<file path="config.mk">
export PLATFORM = sky130hd
export DESIGN_NAME = id_ex_pipe_reg
export DESIGN_NICKNAME = d
export VERILOG_FILES = /design/src/rtl/cpu_pkg.sv /design/src/rtl/load_use_detect.sv /design/src/rtl/id_ex_pipe_reg.sv
export SDC_FILE = /design/constraint.sdc
export NUM_CORES = 1
export LEC_CHECK = 0
export CORE_MARGIN = 3
export CORE_UTILIZATION = 34
export CTS_CLUSTER_DIAMETER = 150
export DETAILED_ROUTE_END_ITERATION = 7
export PLACE_DENSITY = 0.69
export SLEW_MARGIN = 25
export SYNTH_ARGS = -nofsm -noshare
export SYNTH_HDL_FRONTEND = slang
export SYNTH_SLANG_ARGS = --single-unit
export TNS_END_PERCENT = 50
</file>
<file path="constraint.sdc">
create_clock -name clk -period 3.5 [get_ports clk]
set_input_delay 0.525 -clock clk [delete_from_list [all_inputs] [get_ports clk]]
set_output_delay 0.525 -clock clk [all_outputs]
set_load 0.01 [all_outputs]
</file>
<file path="src/rtl/cpu_pkg.sv">
// Shared CPU definitions: opcode constants, ALU op classes and the control bundle
// produced by the control unit and carried through the ID/EX register.
package cpu_pkg;

  localparam logic [5:0] OP_R_TYPE = 6'h00;
  localparam logic [5:0] OP_J      = 6'h02;
  localparam logic [5:0] OP_BEQ    = 6'h04;
  localparam logic [5:0] OP_ADDI   = 6'h08;
  localparam logic [5:0] OP_SLTI   = 6'h0A;
  localparam logic [5:0] OP_ANDI   = 6'h0C;
  localparam logic [5:0] OP_ORI    = 6'h0D;
  localparam logic [5:0] OP_XORI   = 6'h0E;
  localparam logic [5:0] OP_LUI    = 6'h0F;
  localparam logic [5:0] OP_LW     = 6'h23;
  localparam logic [5:0] OP_SW     = 6'h2B;

  localparam logic [2:0] ALU_OP_ADD    = 3'b000;
  localparam logic [2:0] ALU_OP_RTYPE  = 3'b010;
  localparam logic [2:0] ALU_OP_ILOGIC = 3'b011;

  typedef struct packed {
    logic       reg_dst;
    logic       alu_src;
    logic       mem_to_reg;
    logic       reg_write;
    logic       mem_read;
    logic       mem_write;
    logic       branch;
    logic       jump;
    logic [2:0] alu_op;
  } ctrl_t;

  // rt is read as a source by R-type, branch compare and store data.
  function automatic logic uses_rt(input ctrl_t c);
    return c.reg_dst | c.branch | c.mem_write;
  endfunction

endpackage

</file>
<file path="src/rtl/load_use_detect.sv">
// Combinational load-use hazard check between the load sitting in EX and the
// instruction in ID; zero latency, the stall itself is the backpressure to IF/ID.
module load_use_detect
  import cpu_pkg::*;
(
  input  logic       ex_valid,
  input  logic       ex_mem_read,
  input  logic [4:0] ex_rt,
  input  logic       id_valid,
  input  ctrl_t      id_ctrl,
  input  logic [4:0] id_rs,
  input  logic [4:0] id_rt,
  output logic       stall
);

  logic rs_hit;
  logic rt_hit;

  assign rs_hit = (ex_rt == id_rs);
  assign rt_hit = uses_rt(id_ctrl) & (ex_rt == id_rt);

  // A load into $0 never produces a value worth waiting for.
  assign stall = ex_valid & ex_mem_read & id_valid & (ex_rt != 5'd0) & (rs_hit | rt_hit);

endmodule

</file>
<file path="src/rtl/id_ex_pipe_reg.sv">
// ID/EX pipeline register with load-use stall and bubble insertion; 1-cycle latency.
// Flush beats hold beats stall; hold freezes contents, stall loads a bubble.
module id_ex_pipe_reg
  import cpu_pkg::*;
#(
  parameter int DW    = 32,
  parameter int CNT_W = 16
) (
  input  logic             clk,
  input  logic             rst_n,
  input  logic             hold_i,
  input  logic             flush_i,
  input  logic             id_valid_i,
  input  logic [5:0]       id_opcode_i,
  input  logic [5:0]       id_funct_i,
  input  logic [4:0]       id_rs_i,
  input  logic [4:0]       id_rt_i,
  input  logic [4:0]       id_rd_i,
  input  logic             id_reg_dst_i,
  input  logic             id_alu_src_i,
  input  logic             id_mem_to_reg_i,
  input  logic             id_reg_write_i,
  input  logic             id_mem_read_i,
  input  logic             id_mem_write_i,
  input  logic             id_branch_i,
  input  logic             id_jump_i,
  input  logic [2:0]       id_alu_op_i,
  input  logic [DW-1:0]    id_pc4_i,
  input  logic [DW-1:0]    id_rs_data_i,
  input  logic [DW-1:0]    id_rt_data_i,
  input  logic [DW-1:0]    id_imm_i,
  output logic             ex_valid_o,
  output logic [5:0]       ex_opcode_o,
  output logic [5:0]       ex_funct_o,
  output logic [4:0]       ex_rs_o,
  output logic [4:0]       ex_rt_o,
  output logic [4:0]       ex_rd_o,
  output logic             ex_reg_dst_o,
  output logic             ex_alu_src_o,
  output logic             ex_mem_to_reg_o,
  output logic             ex_reg_write_o,
  output logic             ex_mem_read_o,
  output logic             ex_mem_write_o,
  output logic             ex_branch_o,
  output logic             ex_jump_o,
  output logic [2:0]       ex_alu_op_o,
  output logic [DW-1:0]    ex_pc4_o,
  output logic [DW-1:0]    ex_rs_data_o,
  output logic [DW-1:0]    ex_rt_data_o,
  output logic [DW-1:0]    ex_imm_o,
  output logic             load_use_stall_o,
  output logic [CNT_W-1:0] bubble_cnt_o
);

  ctrl_t            id_ctrl;
  ctrl_t            ex_ctrl;
  logic             ex_valid;
  logic [5:0]       ex_opcode;
  logic [5:0]       ex_funct;
  logic [4:0]       ex_rs;
  logic [4:0]       ex_rt;
  logic [4:0]       ex_rd;
  logic [DW-1:0]    ex_pc4;
  logic [DW-1:0]    ex_rs_data;
  logic [DW-1:0]    ex_rt_data;
  logic [DW-1:0]    ex_imm;
  logic [CNT_W-1:0] bubble_cnt;
  logic             stall;
  logic             load_bubble;

  assign id_ctrl = '{reg_dst:    id_reg_dst_i,
                     alu_src:    id_alu_src_i,
                     mem_to_reg: id_mem_to_reg_i,
                     reg_write:  id_reg_write_i,
                     mem_read:   id_mem_read_i,
                     mem_write:  id_mem_write_i,
                     branch:     id_branch_i,
                     jump:       id_jump_i,
                     alu_op:     id_alu_op_i};

  load_use_detect u_load_use_detect (
    .ex_valid    (ex_valid),
    .ex_mem_read (ex_ctrl.mem_read),
    .ex_rt       (ex_rt),
    .id_valid    (id_valid_i),
    .id_ctrl     (id_ctrl),
    .id_rs       (id_rs_i),
    .id_rt       (id_rt_i),
    .stall       (stall)
  );

  // A held stall keeps its bubble pending rather than inserting it.
  assign load_bubble = flush_i | (~hold_i & stall);

  always_ff @(posedge clk or negedge rst_n) begin
    if (!rst_n) begin
      ex_valid   <= 1'b0;
      ex_ctrl    <= '0;
      ex_opcode  <= '0;
      ex_funct   <= '0;
      ex_rs      <= '0;
      ex_rt      <= '0;
      ex_rd      <= '0;
      ex_pc4     <= '0;
      ex_rs_data <= '0;
      ex_rt_data <= '0;
      ex_imm     <= '0;
      bubble_cnt <= '0;
    end else if (load_bubble) begin
      ex_valid   <= 1'b0;
      ex_ctrl    <= '0;
      ex_opcode  <= '0;
      ex_funct   <= '0;
      ex_rs      <= '0;
      ex_rt      <= '0;
      ex_rd      <= '0;
      ex_pc4     <= '0;
      ex_rs_data <= '0;
      ex_rt_data <= '0;
      ex_imm     <= '0;
      if (bubble_cnt != {CNT_W{1'b1}})
        bubble_cnt <= bubble_cnt + {{(CNT_W-1){1'b0}}, 1'b1};
    end else if (!hold_i) begin
      ex_valid   <= id_valid_i;
      ex_ctrl    <= id_ctrl;
      ex_opcode  <= id_opcode_i;
      ex_funct   <= id_funct_i;
      ex_rs      <= id_rs_i;
      ex_rt      <= id_rt_i;
      ex_rd      <= id_rd_i;
      ex_pc4     <= id_pc4_i;
      ex_rs_data <= id_rs_data_i;
      ex_rt_data <= id_rt_data_i;
      ex_imm     <= id_imm_i;
    end
  end

  assign ex_valid_o       = ex_valid;
  assign ex_opcode_o      = ex_opcode;
  assign ex_funct_o       = ex_funct;
  assign ex_rs_o          = ex_rs;
  assign ex_rt_o          = ex_rt;
  assign ex_rd_o          = ex_rd;
  assign ex_reg_dst_o     = ex_ctrl.reg_dst;
  assign ex_alu_src_o     = ex_ctrl.alu_src;
  assign ex_mem_to_reg_o  = ex_ctrl.mem_to_reg;
  assign ex_reg_write_o   = ex_ctrl.reg_write;
  assign ex_mem_read_o    = ex_ctrl.mem_read;
  assign ex_mem_write_o   = ex_ctrl.mem_write;
  assign ex_branch_o      = ex_ctrl.branch;
  assign ex_jump_o        = ex_ctrl.jump;
  assign ex_alu_op_o      = ex_ctrl.alu_op;
  assign ex_pc4_o         = ex_pc4;
  assign ex_rs_data_o     = ex_rs_data;
  assign ex_rt_data_o     = ex_rt_data;
  assign ex_imm_o         = ex_imm;
  assign load_use_stall_o = stall;
  assign bubble_cnt_o     = bubble_cnt;

endmodule
</file>
# Word-level counts from Yosys, hierarchy flattened
# Cells that the tools add are included.
[totals]
latchBits = 0
regBits = 183
romBits = 0
n_memories = 0
ramBits = 0
elab_cells = 60
in_bits = 171
out_inout_bits = 184
[classes]
muxes = 22
add_sub_neg = 1
div = 0
mul = 0
reduce_logical = 2
n_bitwise = 11
order_cmp = 0
eq_ne = 4
shifts = 0
[ops]
columns = ["operator", "count"]
rows = [
  ["$mux W32", 8],
  ["$mux W5", 6],
  ["$mux W6", 4],
  ["$mux W11", 2],
  ["$add A16 B1 Y16 const B", 1],
  ["$ne A16 B16 Y1 const B", 1],
  ["$eq A5 B5 Y1", 2],
  ["$and A1 B1 Y1", 6],
  ["$reduce_bool A5 Y1", 1],
  ["$or A1 B1 Y1", 4],
  ["$mux W1", 2],
  ["$ne A2 B1 Y1 const B", 1],
  ["$reduce_and A2 Y1", 1],
  ["$not A1 Y1", 1],
]

# Logic depth before layout (Yosys ltp)
[logic_depth]
word_depth = 8
mapped_depth = 8
mapped_depth_nobuf = 7

# Modules after synthesis
# Synthesis repeated with hierarchy kept, for this count alone.
[hier_totals]
hier_cells = 630
area_unflattened_um2 = 7637.3
[modules_own_cells]
columns = ["mod", "cells_each", "seq_area_each_um2", "n_inst", "area_per_inst_um2"]
rows = [
  ["id_ex_pipe_reg", 613, 4579.4, 1, 7503.4],
  ["load_use_detect", 17, 0.0, 1, 133.9],
]

# Least setup slack after synthesis
# No wires, ideal clock.
[synth_path]
kind = "input to output"
from = "in id_rt_i[1]"
to = "out load_use_stall_o"
arrival_time_ns = 1.547
required_time_ns = 2.975
slack_ns = 1.428
path_buffers = 2
path_stages = 7
cell_sequence = "xnor2_1 nand4_1 o22ai_2 nand2_1 buf_4 buf_2 inv_1"
[synth_via]
elab_chain_cells = 4
[synth_lines]
columns = ["item", "line_no", "rtl"]
rows = [
  ["from (decl)", "id_ex_pipe_reg.sv:17", "input logic [4:0] id_rt_i,"],
  ["$eq A5 B5 Y1", "load_use_detect.sv:20", "assign rt_hit = uses_rt(id_ctrl) & (ex_rt == id_rt);"],
  ["$and A1 B1 Y1", "load_use_detect.sv:20", ""],
  ["$or A1 B1 Y1", "load_use_detect.sv:23", "assign stall = ex_valid & ex_mem_read & id_valid & (ex_rt != 5'd0) & (rs_hit | rt_hit);"],
  ["$and A1 B1 Y1", "load_use_detect.sv:23", ""],
  ["to (decl)", "id_ex_pipe_reg.sv:51", "output logic load_use_stall_o,"],
]
# No other way between the ends.

# Final worst setup path
[layout_path]
from = "in id_rs_i[4]"
to = "out load_use_stall_o"
[layout_via]
elab_chain_cells = 3
[layout_lines]
columns = ["item", "line_no", "rtl"]
rows = [
  ["from (decl)", "id_ex_pipe_reg.sv:16", "input logic [4:0] id_rs_i,"],
  ["$eq A5 B5 Y1", "load_use_detect.sv:19", "assign rs_hit = (ex_rt == id_rs);"],
  ["$or A1 B1 Y1", "load_use_detect.sv:23", ""],
  ["$and A1 B1 Y1", "load_use_detect.sv:23", ""],
]
# No other way between the ends.

==> results by stage <==
Critical path:
- The number of buffers and inverters on the critical path is 3.
- The cell depth of the worst flop-to-flop path is 6.
- The critical path goes through clkdlybuf4s50_1, xnor2_1, nand3_1, o22ai_2, nand2_4, inv_1, clkdlybuf4s50_1.
- The endpoint type of the worst setup path is an output pin.
- The startpoint identified for the worst register-to-register timing path is ex_rt_o[1]$_DFFE_PN0P_.
- The required time at the worst-slack endpoint is 2.97 ns.
- The largest single stage delay on the critical path is around 0.55 ns.
- In this run the worst path has a maximum fanout of 3.
- The arrival time reported for the critical path endpoint is 2.33 ns.
- The worst register-to-register path ends at ex_imm_o[31]$_DFFE_PN0P_.
- The gate family responsible for the most delay along the worst path is buffers and inverters.
- The worst register-to-register path has a setup slack of roughly 1.3 ns.
- The critical path is of the primary input to output pin type.
- Among the stages of the critical path, the cell type that occurs most often is clkdlybuf4s50_1.
- The element type at the critical path start is a primary input.
- For this design, the slowest cell found on the critical path is clkdlybuf4s50_1.

STA:
- The measured slew at the worst slew-check pin is 0.931 ns.
- The remaining max-slew budget at the tightest pin is a little under two fifths.
- Adding up every negative setup slack in the final design gives 0 ns.
- The clock tree skew after final layout is between 0.01 and 0.015 ns.
- The number of hold violations in the final report is 0.
- Derived from the worst setup path, the maximum achievable clock frequency is between 0.3 and 0.4 GHz.
- Setup violations remaining at the end of the flow were counted as 0.
- Setup repair after global routing left no endpoint under its margin.
- The final count of pins violating max slew is 0.
- The share of the cycle needed by the critical path after routing is 81.5%.
- The routed design could run at a clock period as short as about 2.9 ns.

CTS:
- Clock-pin slew was measured on the worst setup and hold paths at ~0.070 ns.
- The TritonCTS sink count is roughly 180.
- The number of buffers on the longest clock path is 2.
- The CTS root buffer is clkbuf_16.
- Buffers inserted during clock tree synthesis total 17.
- After clock tree synthesis, the setup repair step added 0 buffers.
- The H-tree was split into 4 levels.
- After clock tree synthesis, the repair step resized 0 gates.
- In this run, post-CTS hold repair placed 0 buffers.
- The clock tree from TritonCTS is done.
- The clock reaches the later pin of the worst-skew pair after 0.42 ns.

Power:
- The power share of the combinational group is 18.8%.
- For this design the ratio of total power to cell area is ~440 nW/µm².
- The proportion of total power due to net switching is around 28%.
- For this design the total switching power over the nets is 1.48 mW.
- The internal power of the cells totals around 3.8 mW.
- IR analysis of the VDD net gives a maximum drop of about 0.27 mV.
- The fraction of power consumed by the clock network is between 30% and 40%.
- The analysis attributes to cell leakage a power of between 5 and 6 nW.
- The register share of total power is between 40% and 50%.

Floorplan:
- The die outline height is 157 µm.
- The area of the core region is between 20000 and 25000 µm².
- The die is about 160 µm wide.
- The number of rows in the core area is 54.
- The floorplan step defined a die boundary enclosing approximately 25000 µm².
- The number of placed I/O pins is 355.
- The initial utilization of the core area, before any placement, comes to 35.1%.

Routing:
- The detailed-route DRC error count is 0.
- Once detail routing completed, the nets flagged for antenna violations numbered 0.
- For this run, the detailed router's first-pass iteration total came to 5.
- The detailed-route via count is 7257.
- For this block, the routed nets add up to about 26000 µm of wire.
- The initial detailed-routing violation count is 534.
- The routed wirelength normalized by instance count is ~18 µm.
- The mean number of vias per cell is approximately 5.

Synthesis:
- By area the synthesized netlist is led by dfrtp_1 59%, nand3_1 11%, a21oi_1 11%, nand2_1 8.6%, clkbuf_1 2.4%.
- By area, the combinational part of the netlist is dominated by simple AND/OR/NAND/NOR gates.
- The netlist uses 32 different library cells.
- The post-synthesis adder-cell area fraction is less than 1%.
- Counting instances in the post-synthesis netlist gives the leading cell types as 183 x dfrtp_1, 178 x nand2_1, 174 x nand3_1, 168 x a21oi_1, 49 x clkbuf_1.
- The sequential area share after synthesis is 59.1%.
- For this run, the leading register cell type out of synthesis is dfrtp_1.
- The cell count after synthesis is 838.
- In this run the biggest area consumer among cell types represents about 59% of the synthesized area.
- The synthesized netlist net count is roughly 1000.
- After synthesis the cells add up to 7750 µm².
- The count of yosys warnings during synthesis is 0.
- Of the total synthesized cell area, the portion taken by XOR and XNOR cells is 2.60%.
- After synthesis, the share of flip-flops with an asynchronous set or reset is 100%.
- The synthesized netlist devotes between 10% and 20% of its cell area to compound gates.
- The synthesized design contains approximately 180 register bits.
- Counting flops with a built-in enable in the synthesized netlist gives 0.
- The library cell occupying the most area in the post-synthesis netlist is dfrtp_1.
- The multiplexer area fraction after synthesis is less than 1%.
- Averaged over all synthesized cells, the footprint is approximately 9.2 µm².
- In the post-synthesis netlist, the cell with the most instances is dfrtp_1.
- Of the total synthesized cell area, the portion taken by AND, OR, NAND and NOR gates is 22.0%.

Layout:
- The repair_antennas step left the layout with diodes totalling 0.
- The share of layout cells above drive strength 1 is under 10%.
- The final standard cell utilization of the core is approximately 54%.
- The layout has between 1500 and 2000 filler cells.
- The final-stage net count is roughly 1300.
- Compared with the post-synthesis result, the final layout area differs by 55.3%.

Run status:
- The run finished with clean final reports.

Place:
- The wire-length estimate of the detail-placed layout is roughly 17000 µm.
- The last weighted congestion value of the routability-driven placer is between 0.8 and 0.9.
- The number of input and output port buffers inserted is about 350.

Global routing:
- Entering global routing, the biggest net connects roughly 170 pins.
- After global routing the overflow that remains totals 0.
- The number of antenna violations at the first check in global routing was 0.
- The global-route wire length before repair is between 40000 and 50000 µm.
- The number of global-route vias before repair is between 7000 and 8000.
- The global routing usage summed across all routing layers is 20.6%.

Hold path:
- The worst hold path belongs to the class primary input to async pin.

Job:
- The max capacitance violation total is 0.
cells by family (layout without fill, tap and decap cells):
group	Yosys count	count (layout)
muxes	1	1
adders and majority gates	1	1
buffers and inverters	77	394
DFF	183	183
xor gates and xnor gates	23	23
and+or+nand+nor	377	377
AOI/OAI and AO/OA	176	176
power by group through the flow:
stage	clock network (mW)	logic, mW	registers [mW]
floorplan	0	0.286	2.48
detailed placement	0	0.998	2.42
finish	1.89	0.988	2.38
CTS	1.94	1.00	2.38
global route	2.04	1.07	2.41
global placement	0	0.990	2.41
worst reg2reg max path, delay by kind of cell (launching register included):
family	cells	cell delay, ns
flops	1	0.47
simple gates	3	0.74
buf+inv	1	0.50
compound gates	2	0.40
how the worst max path moves through the flow:
stage | cells past startpoint | from | end | slack (ns)
floorplan | 7 | id_rt_i[1] | load_use_stall_o | 1.43
detailed placement | 7 | id_rs_i[4] | load_use_stall_o | 0.66
global placement | 7 | id_rs_i[4] | load_use_stall_o | 0.65
finish | 7 | id_rs_i[4] | load_use_stall_o | 0.65
CTS | 7 | id_rs_i[4] | load_use_stall_o | 0.64
global route | 7 | id_rs_i[4] | load_use_stall_o | 0.57
per-layer routing:
| metal | GRT usage [%] | routed length, µm | up-vias |
|---|---|---|---|
| met4 | 5.54 | 461 | 0 |
| met3 | 6.57 | 2030 | 27 |
| met1 | 26.7 | 10800 | 3517 |
| met5 | 0 | 0 | - |
| li1 | - | - | 3474 |
| met2 | 33.4 | 12600 | 239 |
state kept, by name, summed over array words and instances (netlist names), 6 cells and up:
register and count:
ex_funct_o 6, ex_imm_o 32, ex_pc4_o 32, ex_opcode_o 6, bubble_cnt_o 16, ex_rt_data_o 32
ex_rs_data_o 32
cells in the final DEF, fill, tap and decap left out, drive strengths merged, types with 2 or more instances in the layout:
master / count
xor2: 13
and3: 4
clkinv: 6
o31ai: 2
dfrtp: 183
nand3: 174
buf: 9
clkinvlp: 3
clkbuf: 18
inv: 7
nor3: 7
a21oi: 168
nor2: 6
nor3b: 2
clkdlybuf4s50: 351
nor4b: 2
nand2: 178
nor4: 2
xnor2: 10
final cells by class:
cell class	count	area [µm²]	area share [%]
Multi-Input combinational cell	578	2850	23.7
Timing Repair Buffer	360	3660	30.4
Clock buffer	18	439	3.65
Sequential cell	183	4580	38.1
Clock inverter	14	141	1.17
Tap cell	280	350	2.91
Inverter	2	10.0	0.0832
through the flow:
stage	setup WS [ns]	hold slack [ns]	std cells	area (µm²)	power, mW
after floorplan	1.43	0.229	838	7750	2.76
after global placement	0.650	0.491	1403	11500	3.40
after detailed placement	0.659	0.499	1403	11500	3.42
after CTS	0.641	0.102	1435	12000	5.33
after global routing	0.567	0.122	1435	12000	5.52
final	0.648	0.0978	1435	12000	5.26
(Power assumes the default switching activity.)
